**src/rtl/regfile_processor.sv**
```systemverilog
// Register-file instruction processor: one 3-bit instruction at a time against
// an NREGS x DATA_W register file. Instructions and responses use valid/ready handshakes.
module regfile_processor #(
  parameter  int DATA_W  = 16,
  parameter  int NREGS   = 32,
  parameter  int ALU_LAT = 16,
  localparam int ADDR_W  = $clog2(NREGS)
) (
  input  logic              clk,
  input  logic              rst,
  input  logic              instr_valid,
  output logic              instr_ready,
  input  logic [2:0]        instr,
  input  logic [ADDR_W-1:0] rs1,
  input  logic [ADDR_W-1:0] rs2,
  input  logic [ADDR_W-1:0] rd,
  input  logic [DATA_W-1:0] imm,
  output logic              resp_valid,
  input  logic              resp_ready,
  output logic [DATA_W-1:0] resp_data1,
  output logic [DATA_W-1:0] resp_data2,
  output logic              resp_flag
);

  localparam int CNT_W = (ALU_LAT > 1) ? $clog2(ALU_LAT) : 1;
  localparam logic [DATA_W-1:0] SH_LIM = DATA_W'(DATA_W);

  localparam logic [2:0] OP_WRITE  = 3'b000;
  localparam logic [2:0] OP_READ   = 3'b001;
  localparam logic [2:0] OP_READ2  = 3'b010;
  localparam logic [2:0] OP_WREAD  = 3'b011;
  localparam logic [2:0] OP_WREAD2 = 3'b100;
  localparam logic [2:0] OP_ADD    = 3'b101;
  localparam logic [2:0] OP_SUB    = 3'b110;

  typedef enum logic [1:0] {S_IDLE, S_READ, S_EXEC, S_RESP} state_t;

  state_t              r_state, w_next;
  logic [2:0]          r_op;
  logic [ADDR_W-1:0]   r_rs1, r_rs2, r_rd;
  logic [DATA_W-1:0]   r_imm;
  logic [DATA_W-1:0]   r_op1, r_op2;
  logic [CNT_W-1:0]    r_cnt;
  logic [DATA_W-1:0]   r_regs [NREGS];
  logic [DATA_W-1:0]   r_d1, r_d2;
  logic                r_flag;

  logic                w_accept;
  logic                w_alu_op;
  logic                w_writes_imm;
  logic [DATA_W:0]     w_sum, w_diff;
  logic [DATA_W-1:0]   w_shl;
  logic [DATA_W-1:0]   w_result;
  logic                w_res_flag;

  assign instr_ready  = (r_state == S_IDLE);
  assign resp_valid   = (r_state == S_RESP);
  assign resp_data1   = r_d1;
  assign resp_data2   = r_d2;
  assign resp_flag    = r_flag;
  assign w_accept     = instr_valid && (r_state == S_IDLE);
  assign w_alu_op     = (r_op >= OP_ADD);
  assign w_writes_imm = (r_op == OP_WRITE) || (r_op == OP_WREAD) || (r_op == OP_WREAD2);

  // Extra MSB carries the ADD carry-out / SUB borrow.
  assign w_sum  = {1'b0, r_op1} + {1'b0, r_op2};
  assign w_diff = {1'b0, r_op1} - {1'b0, r_op2};
  assign w_shl  = (r_imm >= SH_LIM) ? '0 : (r_op1 << r_imm);

  always_comb begin
    w_result   = w_shl;
    w_res_flag = 1'b0;
    case (r_op)
      OP_ADD: begin w_result = w_sum[DATA_W-1:0];  w_res_flag = w_sum[DATA_W];  end
      OP_SUB: begin w_result = w_diff[DATA_W-1:0]; w_res_flag = w_diff[DATA_W]; end
      default: ;
    endcase
  end

  always_ff @(posedge clk or posedge rst) begin
    if (rst) r_state <= S_IDLE;
    else     r_state <= w_next;
  end

  always_comb begin
    w_next = r_state;
    case (r_state)
      S_IDLE: if (instr_valid)   w_next = S_READ;
      S_READ: w_next = w_alu_op ? S_EXEC : S_RESP;
      S_EXEC: if (r_cnt == '0)   w_next = S_RESP;
      S_RESP: if (resp_ready)    w_next = S_IDLE;
      default: w_next = S_IDLE;
    endcase
  end

  always_ff @(posedge clk or posedge rst) begin
    if (rst) begin
      r_op   <= '0;
      r_rs1  <= '0;
      r_rs2  <= '0;
      r_rd   <= '0;
      r_imm  <= '0;
      r_op1  <= '0;
      r_op2  <= '0;
      r_cnt  <= '0;
      r_d1   <= '0;
      r_d2   <= '0;
      r_flag <= 1'b0;
      for (int i = 0; i < NREGS; i++) r_regs[i] <= '0;
    end else begin
      if (w_accept) begin
        r_op  <= instr;
        r_rs1 <= rs1;
        r_rs2 <= rs2;
        r_rd  <= rd;
        r_imm <= imm;
      end
      if (r_state == S_READ) begin
        // Operands and payload take pre-write values even when rs == rd.
        r_op1 <= r_regs[r_rs1];
        r_op2 <= r_regs[r_rs2];
        if (w_writes_imm) r_regs[r_rd] <= r_imm;
        if (w_alu_op) begin
          r_cnt <= CNT_W'(ALU_LAT - 1);
        end else begin
          r_flag <= 1'b0;
          r_d1   <= (r_op == OP_WRITE) ? r_imm : r_regs[r_rs1];
          r_d2   <= (r_op == OP_READ2 || r_op == OP_WREAD2) ? r_regs[r_rs2] : '0;
        end
      end
      if (r_state == S_EXEC) begin
        if (r_cnt == '0) begin
          r_regs[r_rd] <= w_result;
          r_d1         <= w_result;
          r_d2         <= '0;
          r_flag       <= w_res_flag;
        end else begin
          r_cnt <= r_cnt - 1'b1;
        end
      end
    end
  end

endmodule

```
**config.mk**
```make
export PLATFORM = sky130hd
export DESIGN_NAME = regfile_processor
export DESIGN_NICKNAME = d
export VERILOG_FILES = /design/src/rtl/regfile_processor.sv
export SDC_FILE = /design/constraint.sdc
export NUM_CORES = 2
export LEC_CHECK = 0
export CORE_MARGIN = 3
export CORE_UTILIZATION = 50
export DETAILED_ROUTE_END_ITERATION = 12
export HOLD_SLACK_MARGIN = 0.02
export PLACE_DENSITY = 0.66
export SYNTH_ARGS = -nofsm -noshare
export SYNTH_HDL_FRONTEND = slang
export SYNTH_SLANG_ARGS = --single-unit
```
**constraint.sdc**
```tcl
create_clock -name clk -period 37.1 [get_ports clk]
set_input_delay 5.565 -clock clk [delete_from_list [all_inputs] [get_ports clk]]
set_output_delay 5.565 -clock clk [all_outputs]
set_load 0.01 [all_outputs]
```
==> flow_metrics.py <==
metrics = {
    "status": {
        "status": "complete, no violations",
    },
    "worst_setup_path": {
        "crit_fanout": 95,
        "endpoint_kind": "async pin",
        "critPathLaunch": "rst",
        "ff2ff_setup_slack_ns": 31.59,
        "crit_arrival_ns": 8.39,
        "worstSetupStartpointType": "input port",
        "cp.required_ns": 37.63,
        "crit_type": "input port to async pin",
        "reg2reg_from": "r_rs1[0]",
    },
    "hold_path": {
        "min_path_type": "register to register",
        "min_from": "resp_data2[2]",
    },
    "cts": {
        "cts_tree": "done",
        "cts_buffers": 73,
        "clk_latency_ns": 0.64,
        "htree_levels": 3,
        "cts_resized": 0,
        "clockBufferDepth": 3,
        "cts.sinks": 617,
        "clockRootBuffer": "clkbuf_16",
        "cts_setup_buffers": 0,
        "clk_pin_slew_worst_paths_ns": 0.06,
        "cts_hold_buf": 0,
    },
    "yosys": {
        "synth_fa_ha_area_share_pct": 1.306,
        "ys_seq_elements": 617,
        "ys_warn_count": 0,
        "syn_area_um2": 39480,
        "synth_top_family_by_area": "multiplexers",
        "synthArstFlopShare_pct": 100.0,
        "synth_compound_area_share_pct": 10.82,
        "post_synth.cell_area_avg_um2": 10.98,
        "synth_edf_count": 0,
        "synth-simple-area-share_pct": 8.808,
        "yosysUniqueCellTypes": 82,
        "syn-instance-count": 3594,
        "synth.mux.area_fraction_pct": 35.59,
        "synthFlopType": "dfrtp_1",
        "seq_area_frac_synth_pct": 39.11,
        "synth_nets": 3672,
        "synth_xor_xnor_area_share_pct": 0.08875,
    },
    "floorplan": {
        "ios": 73,
        "design.core.area_um2": 77850,
        "die_area_um2": 82360,
        "start_util_pct": 50.71,
        "rows": 102,
        "die_w_um": 287.0,
        "fp.dieH_um": 287.0,
    },
    "pwr": {
        "power.density_nw_per_um2": 93.99,
        "peakVddDrop_mv": 0.06737,
        "power_leakage_nw": 19.24,
    },
    "sta": {
        "period_needed_ns": 7.853,
        "rsz0062_at_grt": "no",
        "setup_tns_ns": 0,
        "skew_ns": 0.03173,
        "max_freq_ghz": 0.1273,
        "tightest_slew_ns": 1.297,
        "final.period_utilization_pct": 21.17,
        "setup_viol": 0,
        "maxSlewHeadroom_pct": 13.29,
        "hold_viol": 0,
        "slew_violations": 0,
    },
    "placement": {
        "globalplace.congestion": 0.9467,
        "port_buffers": 72,
        "dp_hpwl_um": 81190,
    },
    "global_routing": {
        "grt_pass1_vias": 28886,
        "grt_pass1_wl_um": 193400,
        "grt_antenna_before_repair": 3,
        "grt_start_max_net_pins": 96,
        "grt-ovfl-total": 0,
        "track_usage_pct": 31.48,
    },
    "detailed_routing": {
        "drc_errors": 0,
        "num_vias": 30456,
        "drtAntennaViolNets": 0,
        "post_drt_wl_per_cell_um": 28.32,
        "dr.pass1.iters": 5,
        "drt_iter0_markers": 3571,
        "drt_wl_total_um": 129500,
        "vias_per_cell": 6.663,
    },
    "final_layout": {
        "fill_cells": 6526,
        "insertedDiodeCount": 0,
        "multi_input_area_um2": 22560,
        "fin_util_pct": 55.77,
        "nets": 3550,
        "area_growth_pct": 9.984,
        "drive_above_1_share_pct": 30.02,
        "regArea_um2": 15470,
    },
    "run": {
        "maxCapViolations": 0,
    },
}
## cell families after synthesis
family	Yosys count
XOR/XNOR	4
AO/OA/AOI/OAI	754
buffers and inverters	405
multiplexers	942
AND/OR/NAND/NOR	832
adder cells (fa/ha/maj)	40
flip-flops	617
## path summary, 6_finish.rpt
kind,end,depth (start not counted)
max,r_rs1[2],4
min,resp_data2[2],2
max reg2reg,resp_data1[13],10
min reg2reg,resp_data2[2],2
max in group clk,instr_ready,3
min in group asynchronous,resp_data2[8],2
## synth_stat cells (all sizes together), types with 12 or more instances
library cell	instances	area, um2
dfrtp	617	15440
mux2	454	5116
nor2	378	1419
nand2	337	1285
mux4	323	7282
o21ai	297	1494
a21oi	296	1496
clkbuf	234	878.3
mux2i	165	1652
buf	125	635.6
inv	46	172.7
a31oi	39	244.0
ha	38	475.5
a211oi	22	177.7
nor3	19	110.1
nand3	12	60.06
## flip-flops by register name, summed over array words and instances, names as in the netlist
name and count:
r_state 2, r_op2 16, resp_data2 16, r_rs1 5, r_op1 16, r_regs 512, resp_data1 16, r_cnt 4
resp_flag 1, r_imm 16, r_rs2 5, r_op 3, r_rd 5
## critical path: stages
cell,delay [ns]
clkdlybuf4s50_1,0.49
inv_8,0.49
buf_4,0.80
buf_4,0.87
## where the power goes
part	internal [W]	switching, W	total, W	leakage, nW
logic	0.000905	0.00121	0.00211	9.74
clock network	0.000450	0.000304	0.000753	1.24
registers	0.000934	0.000278	0.00121	8.26
## placed cells by master (no fill, tap or decap), types with 16 or more instances in the layout
master	synthesis	layout
a21oi_1	292	289
mux4_2	321	321
clkbuf_16	0	75
nor3_1	16	16
nand2_1	329	328
clkbuf_1	234	18
a211oi_1	21	20
mux2i_1	165	165
inv_1	46	45
clkdlybuf4s50_1	0	72
mux2_2	453	453
buf_4	6	89
a31oi_1	39	39
nor2_1	378	362
clkbuf_8	0	17
ha_1	38	37
dfrtp_1	617	604
o21ai_0	290	290
## final cells by class
cell class              instances  share of cell area [%]
multi-input cells            2572                   51.97
flip-flops and latches        617                   35.62
clock buffers                 110                   5.017
repair buffers                162                   3.245
well taps                    1040                   2.997
clock inverters                24                  0.7349
inverters                      46                  0.4150
## routing by layer
layer	vias up	track usage (%)	routed length, um
li1	13015	-	-
met1	15503	42.62	50590
met2	1587	48.66	59380
met3	351	7.090	12930
met4	0	14.24	6553
met5	-	0	0
## stage by stage
stage	power, W	area [um2]	cells	hold WS (ns)	setup slack [ns]
CTS	0.004044	43420	4571	0.4822	29.15
finish	0.004081	43420	4571	0.4753	29.25
global placement	0.003248	40920	4437	0.4621	28.48
detailed placement	0.003288	40920	4437	0.4699	28.48
floorplan	0.002627	39480	3594	0.4548	14.26
global route	0.004289	43420	4571	0.4944	28.80
No activity file was read; power rests on OpenSTA's default activity.
